**src/rtl/result_unloader.sv**
```systemverilog
// Result vector unloader: captures a full result vector in one cycle and
// streams it out one element per valid/ready handshake, lowest index first.
module result_unloader #(
  parameter int ELEM_W = 16,
  parameter int N_ELEM = 4,
  parameter int IDX_W  = (N_ELEM > 2) ? $clog2(N_ELEM) : 1
) (
  input  logic                     clk,
  input  logic                     reset,
  input  logic                     res_valid,
  input  logic [N_ELEM*ELEM_W-1:0] res_data,
  output logic                     res_ready,
  input  logic                     flush,
  output logic [ELEM_W-1:0]        dout,
  output logic [IDX_W-1:0]         dout_idx,
  output logic                     dout_valid,
  output logic                     dout_last,
  input  logic                     dout_ready,
  output logic                     busy,
  output logic                     done
);

  typedef enum logic [1:0] {
    IDLE = 2'd0,
    SEND = 2'd1,
    DONE = 2'd2
  } state_t;

  localparam logic [IDX_W-1:0] LAST_IDX = IDX_W'(N_ELEM - 1);

  state_t                   state_reg, state_next;
  logic [N_ELEM*ELEM_W-1:0] shadow_reg, shadow_next;
  logic [IDX_W-1:0]         idx_reg, idx_next, idx_inc;
  logic [ELEM_W-1:0]        dout_reg, dout_next;
  logic [ELEM_W-1:0]        shadow_elem [N_ELEM];

  // Element view of the shadow register for indexed selection.
  genvar gi;
  generate
    for (gi = 0; gi < N_ELEM; gi++) begin : g_elem
      assign shadow_elem[gi] = shadow_reg[gi*ELEM_W +: ELEM_W];
    end
  endgenerate

  assign idx_inc = idx_reg + IDX_W'(1);

  always_ff @(posedge clk or posedge reset) begin
    if (reset) begin
      state_reg  <= IDLE;
      shadow_reg <= '0;
      idx_reg    <= '0;
      dout_reg   <= '0;
    end else begin
      state_reg  <= state_next;
      shadow_reg <= shadow_next;
      idx_reg    <= idx_next;
      dout_reg   <= dout_next;
    end
  end

  always_comb begin
    state_next  = state_reg;
    shadow_next = shadow_reg;
    idx_next    = idx_reg;
    dout_next   = dout_reg;
    case (state_reg)
      IDLE: begin
        // flush outranks a simultaneous capture request
        if (res_valid && !flush) begin
          shadow_next = res_data;
          dout_next   = res_data[ELEM_W-1:0];
          idx_next    = '0;
          state_next  = SEND;
        end
      end
      SEND: begin
        if (flush) begin
          state_next = IDLE;
        end else if (dout_ready) begin
          if (idx_reg == LAST_IDX) begin
            state_next = DONE;
          end else begin
            idx_next  = idx_inc;
            dout_next = shadow_elem[idx_inc];
          end
        end
      end
      DONE: begin
        state_next = IDLE;
      end
      default: begin
        state_next = IDLE;
      end
    endcase
  end

  // Handshake and status outputs decode directly from the state register.
  assign res_ready  = (state_reg == IDLE);
  assign busy       = (state_reg != IDLE);
  assign done       = (state_reg == DONE);
  assign dout_valid = (state_reg == SEND);
  assign dout_last  = dout_valid && (idx_reg == LAST_IDX);
  assign dout       = dout_reg;
  assign dout_idx   = idx_reg;

endmodule
```
**config.mk**
```make
export PLATFORM = sky130hd
export DESIGN_NAME = result_unloader
export DESIGN_NICKNAME = d
export VERILOG_FILES = /design/src/rtl/result_unloader.sv
export SDC_FILE = /design/constraint.sdc
export NUM_CORES = 1
export LEC_CHECK = 0
export CAP_MARGIN = 20
export CORE_MARGIN = 2
export CORE_UTILIZATION = 40
export CTS_CLUSTER_DIAMETER = 120
export DETAILED_ROUTE_END_ITERATION = 10
export HOLD_SLACK_MARGIN = 0.15
export PLACE_DENSITY = 0.75
export SLEW_MARGIN = 10
export SYNTH_ARGS = -nofsm -noshare
export SYNTH_HDL_FRONTEND = slang
export SYNTH_SLANG_ARGS = --single-unit
```
**constraint.sdc**
```tcl
create_clock -name clk -period 4.3 [get_ports clk]
set_input_delay 0.43 -clock clk [delete_from_list [all_inputs] [get_ports clk]]
set_output_delay 0.43 -clock clk [all_outputs]
set_load 0.01 [all_outputs]
```
==> results of run 1 <==
per-layer routing:
layer  up-vias  part of all wire, %  global-route usage, %
met3        12                  4.9                   2.89
met2        85                   52                   33.7
met1      1495                   41                   25.1
met4         0                  1.6                   6.58
met5         -                    0                      0
li1       1509                    -                      -
placed cells by master (no fill, tap or decap), types with 7 or more instances in the layout:
master	synthesis	final
sky130_fd_sc_hd__nand2_1	164	164
sky130_fd_sc_hd__o21ai_0	17	17
sky130_fd_sc_hd__o22ai_1	16	16
sky130_fd_sc_hd__clkbuf_8	0	11
sky130_fd_sc_hd__dfrtp_1	84	84
sky130_fd_sc_hd__o21ai_2	16	16
sky130_fd_sc_hd__o32a_2	9	9
sky130_fd_sc_hd__clkdlybuf4s50_1	0	91
sky130_fd_sc_hd__inv_1	20	19
sky130_fd_sc_hd__o32a_1	7	7
sky130_fd_sc_hd__mux2i_1	34	34
worst max-delay path, cell delays in order, from the launching register on:
cell and delay, ns:
sky130_fd_sc_hd__dfrtp_1 0.44, sky130_fd_sc_hd__ha_2 1.00, sky130_fd_sc_hd__mux2i_1 0.34, sky130_fd_sc_hd__o22ai_1 0.12, sky130_fd_sc_hd__o32a_2 0.41
cell type report:
cell class                 instances  area, um2
clock buffer                      11        151
clock inverter                     4       72.6
fill                             904       4570
inverter                          20       76.3
multi-input combinational        278       1580
sequential                        84       2100
tap                              133        166
timing repair buffer              96        961
worst min path at each step:
stage | startpoint | endpoint | slack [ns] | depth (start not counted)
after floorplan | shadow_reg[16] | shadow_reg[16] | 0.44 | 2
after global placement | shadow_reg[62] | shadow_reg[62] | 0.46 | 2
after detailed placement | shadow_reg[9] | shadow_reg[9] | 0.47 | 2
after CTS | shadow_reg[10] | shadow_reg[10] | 0.48 | 2
after global routing | reset | shadow_reg[33] | 0.38 | 2
final | reset | shadow_reg[36] | 0.36 | 2
per-stage QoR:
stage | worst slack [ns] | power, W | util, %
floorplan | 1.70 | 0.00162 | -
global placement | 1.87 | 0.00191 | 50.2
detailed placement | 1.79 | 0.00194 | 50.2
CTS | 1.87 | 0.00257 | 52.6
global route | 1.76 | 0.00270 | 52.8
finish | 1.87 | 0.00255 | 52.8
kinds of logic after synthesis:
kind of cell               synth area share (%)
buffers and inverters                      7.33
and+or+nand+nor                            17.9
AOI/OAI and AO/OA                          12.7
adders and majority gates                 0.316
DFF                                        53.1
muxes                                      8.60
power groups by stage:
| stage | registers (W) | clock network, W | logic [W] |
|---|---|---|---|
| 2_1_floorplan | 0.00109 | 0 | 0.000525 |
| 3_3_place_gp | 0.00110 | 0 | 0.000803 |
| 3_5_place_dp | 0.00111 | 0 | 0.000828 |
| 4_1_cts | 0.00110 | 0.000639 | 0.000831 |
| 5_1_grt | 0.00112 | 0.000676 | 0.000905 |
| 6_report | 0.00110 | 0.000626 | 0.000821 |
==> qor.txt, run 1 <==
STATUS
--------------------------------------------------------------------------------
Result of the run                                                      completed

CLOCK TREE
--------------------------------------------------------------------------------
Clock tree root buffer cell                                         sky130_fd_sc_hd__clkbuf_8
Worst-case clock buffer depth                                                  2
CTS buffer count                                                               9
Clock sink count                                                              84
Clock tree from TritonCTS                                                   done
Clock transition at path regs                                            0.08 ns
Number of gates resized after CTS                                              0
Hold buffer count at CTS                                                       0
Setup bufs post-CTS                                                            0
CTS H-tree depth                                                               3
Clock latency at the later pin of the worst-skew pair                    0.35 ns

PLACEMENT
--------------------------------------------------------------------------------
Post-detail-place hpwl                                                   6810 um
Port bufs                                                                     91
Cell area reported after detailed placement                          0.00487 mm2
Inst Count DP                                                                610
Final weighted congestion in routability-driven placement                  0.883

CRITICAL PATH
--------------------------------------------------------------------------------
Capture point of the worst reg-to-reg path                               dout[6]
Max FO, Critical Path                                                         33
Endpoint required time on the critical path                              4.53 ns
Type of element capturing the critical path                             register
Reg2Reg Setup Slack                                                      1.87 ns
Startpoint Class                                                        register
Reg-to-Reg Start                                                     dout_idx[0]
Worst Reg-to-Reg Cells                                                         4
Endpoint of the worst setup timing path                                  dout[6]
Worst setup path startpoint                                          dout_idx[0]
Arrival time of the worst setup path                                     2.66 ns
Worst Path Class, Setup                                               reg -> reg

GLOBAL ROUTE
--------------------------------------------------------------------------------
Wire length of the first global-routing pass                           15,900 um
Final global-route overflow total                                              0
Number of antenna violations at the first check in global routing              0
Via count of the first global-routing pass                                 3,248
Maximum number of pins on one net before global-route repair                  82
Total track usage                                                          19.5%

PWR
--------------------------------------------------------------------------------
Internal Dissipation                                                   0.00175 W
Total power divided by cell area                                      498 mW/mm2
Switching power summed over all nets                                  0.000797 W
Clk pwr share                                                              24.6%
Switching fraction of total power                                          31.3%
Worst vdd rail ir drop                                                  0.244 mV
Leakage dissipation                                                      2.38 nW
Relative contribution of sequential cells to total power                   43.2%
Relative contribution of combinational cells to total power                32.3%

STA
--------------------------------------------------------------------------------
F_max                                                                  0.411 GHz
Final setup violation count                                                    0
Clk_skew                                                              0.00600 ns
Max-slew headroom at the worst pin                                         33.3%
Worst slew pin tran                                                     0.996 ns
Fraction of the cycle the final worst path needs                           56.5%
Final count of pins violating max slew                                         0
Worst hold slack                                                        0.358 ns
RSZ-0062 raised after global routing                                          no
Final-report hold violation count                                              0
Final min period                                                         2.43 ns
Fin Setup TNS                                                               0 ns

SYNTHESIS
--------------------------------------------------------------------------------
Largest cells by area after synthesis                               sky130_fd_sc_hd__dfrtp_1 (53%), sky130_fd_sc_hd__nand2_1 (16%), sky130_fd_sc_hd__mux2i_1 (8.6%), sky130_fd_sc_hd__o21ai_2 (3.5%), sky130_fd_sc_hd__buf_6 (3.4%)
Async S/R FF share, synth                                                   100%
Count of flip-flops with a built-in enable after synthesis                     0
FF+latch count, synth                                                         84
Seq/Total Area, Yosys                                                      53.1%
Synthesized cell area                                                0.00396 mm2
Prevailing post-synth register cell                                 sky130_fd_sc_hd__dfrtp_1
Yosys warning total                                                            0
Share of the synthesized area in the top cell type                         53.1%
Average cell area after synthesis                                       9.65 um2
Cell accounting for the most synthesized area                       sky130_fd_sc_hd__dfrtp_1
Synthesized net count                                                        480
Distinct cell type count after synthesis                                      25
Cell count after synthesis                                                   410
Dominant cell by count in the synthesized netlist                   sky130_fd_sc_hd__nand2_1
Most used standard cells in the synthesized netlist                 sky130_fd_sc_hd__nand2_1 (164), sky130_fd_sc_hd__dfrtp_1 (84), sky130_fd_sc_hd__mux2i_1 (34)

DRT
--------------------------------------------------------------------------------
Total Routed Length                                                      9620 um
Number of detailed-route iterations in the first pass                          4
Mean routed wirelength per cell                                          15.4 um
Total number of vias                                                       3,101
DRC violation count after routing                                              0
First DRT Iteration DRCs                                                     167
Via density per instance                                                    4.95
Antenna Violating Nets Remaining                                               0

FLOORPLANNING
--------------------------------------------------------------------------------
Die span in y                                                             103 um
Width of the chip                                                         103 um
Initial Util                                                               40.9%
Boundary Pins                                                                 92
Std-Cell Rows                                                                 36
DIE AREA                                                              0.0107 mm2
Standard cell core area                                              0.00968 mm2

FINISH
--------------------------------------------------------------------------------
Total number of nets in the final design                                     559
Antenna Diode Count                                                            0
Final non-filler cell total                                                  626
Share of post-route cells with drive strength above 1                      9.94%
Synth-to-layout area growth                                                29.1%
Max FFs per register                                                          64
Final design area excluding fillers                                  0.00511 mm2

JOB
--------------------------------------------------------------------------------
Max-capacitance violation count                                                0

MIN PATH
--------------------------------------------------------------------------------
Worst min path class                                                 in -> async

Note: power is estimated with default switching activity, not from simulation.
==> run 2, diff against run 1 <==
clock period = 2.54 ns   (was 4.3 ns; I/O delays follow)
==> qor.txt, run 2 (synthesis gave the netlist of run 1 again) <==
STATUS
--------------------------------------------------------------------------------
Result of the run                                                      completed

STA
--------------------------------------------------------------------------------
F_max                                                                  0.405 GHz
PnR worst setup slack                                                  0.0686 ns   -1.80 ns
Clk_skew                                                              0.00743 ns   +0.00143 ns
Max-slew headroom at the worst pin                                         51.5%   +18 points
Final count of pins violating max slew                                         0   unchanged
Final min period                                                         2.47 ns
Fin Setup TNS                                                               0 ns   unchanged
Final setup violation count                                                    0   unchanged
RSZ-0062 raised after global routing                                          no
Worst hold slack                                                        0.417 ns   +0.0597 ns
Worst slew pin tran                                                     0.725 ns   -0.272 ns
Fraction of the cycle the final worst path needs                           97.3%
Final-report hold violation count                                              0   unchanged

JOB
--------------------------------------------------------------------------------
Max-capacitance violation count                                                0   unchanged

CLOCK TREE
--------------------------------------------------------------------------------
Clock tree from TritonCTS                                                   done
CTS buffer count                                                               9   unchanged
Clock latency at the later pin of the worst-skew pair                    0.35 ns   about the same
Clock tree root buffer cell                                         sky130_fd_sc_hd__clkbuf_8
Clock sink count                                                              84   unchanged
Worst-case clock buffer depth                                                  2   unchanged
Number of gates resized after CTS                                              0   unchanged
Clock transition at path regs                                            0.09 ns   about the same
CTS H-tree depth                                                               3   unchanged

CRITICAL PATH
--------------------------------------------------------------------------------
Worst path cell trace                                               nor2b_1 > buf_4 > clkdlybuf4s50_1
Max FO, Critical Path                                                          9   -73%
Worst Path Class, Setup                                               reg -> out
Startpoint Class                                                        register
Type of element capturing the critical path                          output port
Slowest cell on crit path                                           sky130_fd_sc_hd__nor2b_1
Arrival time of the worst setup path                                     2.22 ns   -0.44 ns
Delay contributed by the slowest stage of the critical path              0.55 ns   -0.45 ns
Endpoint required time on the critical path                              2.29 ns   -2.24 ns

DRT
--------------------------------------------------------------------------------
Total Routed Length                                                      9620 um   unchanged
WL met1                                                                  4010 um   +0.58%
Via density per instance                                                    5.01   +1.2%
Antenna Violating Nets Remaining                                               0   unchanged
Total number of vias                                                       3,179   +2.5%
Highest metal layer with signal wires                                       met4
First DRT Iteration DRCs                                                     156   -6.6%
Met2 wire length                                                         5000 um   -0.46%
DRC violation count after routing                                              0   unchanged
Mean routed wirelength per cell                                          15.2 um   -1.3%
Number of detailed-route iterations in the first pass                          5   +1
Met3 routed wirelength                                                    542 um   +16%

PWR
--------------------------------------------------------------------------------
Worst vdd rail ir drop                                                  0.338 mV   +39%
Leakage dissipation                                                      2.42 nW   +1.6%
Total power divided by cell area                                      831 mW/mm2   +67%
Final Power                                                            0.00430 W   +69%

FLOORPLANNING
--------------------------------------------------------------------------------
Initial Util                                                               40.9%   unchanged
Standard cell core area                                              0.00968 mm2   unchanged
Die span in y                                                             103 um   unchanged
DIE AREA                                                              0.0107 mm2   unchanged
Boundary Pins                                                                 92   unchanged
Std-Cell Rows                                                                 36   unchanged
Width of the chip                                                         103 um   unchanged

FINISH
--------------------------------------------------------------------------------
Max FFs per register                                                          64   unchanged
Leading cell type in the layout, fill and taps excluded             sky130_fd_sc_hd__nand2_1
Antenna Diode Count                                                            0   unchanged
Synth-to-layout area growth                                                30.7%
Commonest cells after routing, fill and taps aside                  sky130_fd_sc_hd__nand2_1 (164), sky130_fd_sc_hd__clkdlybuf4s50_1 (91), sky130_fd_sc_hd__dfrtp_1 (84), sky130_fd_sc_hd__mux2i_1 (34), sky130_fd_sc_hd__inv_1 (19)
Total number of nets in the final design                                     566   +1.3%
Share of post-route cells with drive strength above 1                      11.2%   +1.2 points
Final non-filler cell total                                                  634   +1.3%

GLOBAL ROUTE
--------------------------------------------------------------------------------
Maximum number of pins on one net before global-route repair                  82   unchanged
Total track usage                                                          19.5%   about the same
Final global-route overflow total                                              0   unchanged
Number of antenna violations at the first check in global routing              0   unchanged
Wire length of the first global-routing pass                           15,800 um   -0.21%
Via count of the first global-routing pass                                 3,201   -1.4%

MIN PATH
--------------------------------------------------------------------------------
Worst min path class                                                   in -> reg

PLACEMENT
--------------------------------------------------------------------------------
Inst Count DP                                                                617   +1.1%
Final weighted congestion in routability-driven placement                  0.859   -2.7%
Port bufs                                                                     91   unchanged
Setup WS pre-CTS                                                        0.392 ns   -1.40 ns
Post-detail-place hpwl                                                   6890 um   +1.1%

[run 2: cell count changes in the layout (fill, tap and decap cells not counted), sizes merged]
| cell | before | now |
|---|---|---|
| clkinvlp | 1 | 0 |
| dlygate4sd3 | 0 | 1 |
| bufinv | 2 | 1 |
| buf | 5 | 11 |
| clkbuf | 11 | 9 |
| clkinv | 2 | 3 |
| inv | 19 | 23 |
[run 2: where the power goes]
| group | total [W] | switching (W) | internal, W |
|---|---|---|---|
| logic | 0.00146 | 0.000696 | 0.000767 |
| clock network | 0.000977 | 0.000506 | 0.000471 |
| registers | 0.00186 | 0.000210 | 0.00165 |
[run 2: metrics by stage]
stage / instance area (um2) / util, %
2_1_floorplan: 3960 / -
5_1_grt: 5170 / 53.4
6_report: 5170 / 53.4
3_3_place_gp: 4960 / 51.2
3_5_place_dp: 4960 / 51.2
4_1_cts: 5170 / 53.4
[run 2: layout make-up]
type | count | area, um2
repair buffers | 103 | 1040
multi-input cells | 278 | 1580
fillers | 883 | 4510
clock inverters | 7 | 82.6
inverters | 20 | 76.3
well taps | 133 | 166
flip-flops and latches | 84 | 2100
clock buffers | 9 | 124
[run 2: worst max-delay path: cells and delay by family, from the launching register on]
family | cells | cell delay [ns]
buf+inv | 2 | 0.76
simple gates | 1 | 0.55
flops | 1 | 0.54
[run 2: per-layer routing]
layer / vias to the layer above / track usage [%]
li1: 1532 / -
met1: 1523 / 24.6
met2: 110 / 34.6
met3: 14 / 4.91
met4: 0 / 3.24
met5: - / 0
[run 2: path summary, 6_finish.rpt]
path                       cells past startpoint              to      startpoint  slack (ns)
min                                            3  shadow_reg[52]    res_data[52]        0.42
min reg2reg                                    2  shadow_reg[24]  shadow_reg[24]        0.48
max in group asynchronous                      4  shadow_reg[57]           reset        1.24
max reg2reg                                    5         dout[8]     dout_idx[0]        0.38
max                                            3      dout_valid    state_reg[0]        0.07
min in group asynchronous                      3  shadow_reg[34]           reset        0.68
[run 2: timing repair]
item,CTS,global route
hold buffers,1,0
endpoints found under the setup margin,0,0
setup buffers,0,0
hold endpoints to repair,10,0
==> run 3, diff against run 2 <==
CORE_UTILIZATION = 50   (was 40)
PLACE_DENSITY = 0.89   (was 0.75)
==> qor.txt, run 3 (synthesis gave the netlist of run 1 again) <==
CLOCK TREE
--------------------------------------------------------------------------------
Setup bufs post-CTS                                                            0   unchanged
Clock sink count                                                              84   unchanged
Number of gates resized after CTS                                              0   unchanged
CTS H-tree depth                                                               3   unchanged
Hold buffer count at CTS                                                       0   -1
Worst-case clock buffer depth                                                  2   unchanged
CTS buffer count                                                               9   unchanged
Clock transition at path regs                                            0.08 ns   about the same
Clock tree root buffer cell                                         sky130_fd_sc_hd__clkbuf_8
Clock tree from TritonCTS                                                   done
Clock latency at the later pin of the worst-skew pair                    0.35 ns   about the same

FLOORPLANNING
--------------------------------------------------------------------------------
DIE AREA                                                             0.00864 mm2   -19%
Standard cell core area                                              0.00769 mm2   -21%
Boundary Pins                                                                 92   unchanged
Initial Util                                                               51.5%   +11 points
Std-Cell Rows                                                                 32   -11%
Die span in y                                                            93.0 um   -10%
Width of the chip                                                        93.0 um   -10%

PLACEMENT
--------------------------------------------------------------------------------
Cell area reported after detailed placement                          0.00487 mm2   -1.6%
Inst Count DP                                                                582   -5.7%
Port bufs                                                                     91   unchanged
Final weighted congestion in routability-driven placement                  0.831   -3.2%
Post-detail-place hpwl                                                   6590 um   -4.4%

STA
--------------------------------------------------------------------------------
Fin Setup TNS                                                               0 ns   unchanged
Worst hold slack                                                        0.219 ns   -0.198 ns
Final setup violation count                                                    0   unchanged
Final-report hold violation count                                              0   unchanged
Fraction of the cycle the final worst path needs                           86.5%   -11 points
Final count of pins violating max slew                                         0   unchanged
F_max                                                                  0.455 GHz   +12%
Worst slew pin tran                                                     0.877 ns   +0.153 ns
Final min period                                                         2.20 ns   -0.274 ns
Clk_skew                                                              0.00823 ns   +0.000806 ns
RSZ-0062 raised after global routing                                          no
Max-slew headroom at the worst pin                                         41.5%   -10 points

GLOBAL ROUTE
--------------------------------------------------------------------------------
Final global-route overflow total                                              0   unchanged
Wire length of the first global-routing pass                           15,400 um   -2.7%
Maximum number of pins on one net before global-route repair                  82   unchanged
Via count of the first global-routing pass                                 3,256   +1.7%
Number of antenna violations at the first check in global routing              0   unchanged
Total track usage                                                          23.1%   +3.6 points

DRT
--------------------------------------------------------------------------------
First DRT Iteration DRCs                                                     188   +21%
DRC violation count after routing                                              0   unchanged
Total number of vias                                                       3,231   +1.6%
Via density per instance                                                    5.40   +7.8%
Antenna Violating Nets Remaining                                               0   unchanged
Number of detailed-route iterations in the first pass                          4   -1
Total Routed Length                                                      9490 um   -1.3%
Mean routed wirelength per cell                                          15.9 um   +4.6%

STATUS
--------------------------------------------------------------------------------
Result of the run                                                      completed

PWR
--------------------------------------------------------------------------------
Worst vdd rail ir drop                                                  0.441 mV   +30%
Leakage dissipation                                                      2.39 nW   -1.3%
Final Power                                                            0.00428 W   -0.52%
Total power divided by cell area                                      842 mW/mm2   +1.3%

FINISH
--------------------------------------------------------------------------------
Leading cell type in the layout, fill and taps excluded             sky130_fd_sc_hd__nand2_1
Filler cells                                                                 635   -28%
Total number of nets in the final design                                     561   -0.88%
Final design area excluding fillers                                  0.00508 mm2   -1.8%
Antenna Diode Count                                                            0   unchanged
Synth-to-layout area growth                                                28.3%
Share of post-route cells with drive strength above 1                      10.3%   -0.90 points
Final non-filler cell total                                                  598   -5.7%
Commonest cells after routing, fill and taps aside                  sky130_fd_sc_hd__nand2_1 (164), sky130_fd_sc_hd__clkdlybuf4s50_1 (91), sky130_fd_sc_hd__dfrtp_1 (84), sky130_fd_sc_hd__mux2i_1 (34), sky130_fd_sc_hd__inv_1 (19)
Max FFs per register                                                          64   unchanged

CRITICAL PATH
--------------------------------------------------------------------------------
Type of element capturing the critical path                          output port
Endpoint required time on the critical path                              2.29 ns   about the same
Worst Path Class, Setup                                               reg -> out
Max FO, Critical Path                                                         18   +9
Arrival time of the worst setup path                                     1.94 ns   -0.28 ns
Startpoint Class                                                        register

MIN PATH
--------------------------------------------------------------------------------
Worst min path class                                                 in -> async

JOB
--------------------------------------------------------------------------------
Max-capacitance violation count                                                0   unchanged

run 3: changes by cell type in the layout (fill, tap and decap cells not counted):
cell                            delta
sky130_fd_sc_hd__inv_6             -4
sky130_fd_sc_hd__clkbuf_8          +2
sky130_fd_sc_hd__buf_4             -3
sky130_fd_sc_hd__buf_12            -1
sky130_fd_sc_hd__dlygate4sd3_1     -1
sky130_fd_sc_hd__clkinv_2          +2
sky130_fd_sc_hd__clkinv_4          -2
sky130_fd_sc_hd__clkinvlp_4        +1
sky130_fd_sc_hd__clkbuf_1          +1
run 3: stage by stage:
step / worst slack (ns) / utilization [%]
2_1_floorplan: 0.121 / -
3_3_place_gp: 0.469 / 63.4
3_5_place_dp: 0.415 / 63.4
4_1_cts: 0.332 / 66.0
5_1_grt: 0.238 / 66.0
6_report: 0.343 / 66.0
run 3: cell type report:
type                       instances  area (um2)  share of cell area, %
tap                              102         128                   2.51
inverter                          20        76.3                   1.50
clock buffer                      12         155                   3.06
timing repair buffer              98         988                   19.5
clock inverter                     4        47.5                  0.936
multi-input combinational        278        1580                   31.1
sequential                        84        2100                   41.4
run 3: final timing paths:
check	cells past startpoint	slack [ns]	end	start
setup / recovery	3	0.34	dout_valid	state_reg[0]
hold / removal	2	0.22	shadow_reg[39]	reset
setup reg to reg	5	0.46	dout[5]	dout_idx[0]
hold reg to reg	2	0.48	shadow_reg[16]	shadow_reg[16]
max in group asynchronous	3	1.67	shadow_reg[61]	reset
min in group clk	3	0.42	shadow_reg[18]	res_data[18]
run 3: worst max-delay path: stages (launching register included):
cell                              delay [ns]
sky130_fd_sc_hd__dfrtp_1                0.53
sky130_fd_sc_hd__nor2b_1                0.23
sky130_fd_sc_hd__buf_4                  0.26
sky130_fd_sc_hd__clkdlybuf4s50_1        0.57
run 3: where the power goes:
| group | switching, W | total, W | internal (W) | leakage (nW) |
|---|---|---|---|---|
| clock network | 0.000470 | 0.000976 | 0.000506 | 0.102 |
| registers | 0.000217 | 0.00187 | 0.00165 | 1.03 |
| logic | 0.000689 | 0.00143 | 0.000745 | 1.26 |
run 3: routing by layer:
| metal | global-route usage [%] | routed length (um) | share of wire, % |
|---|---|---|---|
| met1 | 28.9 | 3870 | 41 |
| met2 | 39.9 | 4840 | 51 |
| met3 | 5.13 | 591 | 6.2 |
| met4 | 7.23 | 193 | 2.0 |
| met5 | 0 | 0 | 0 |
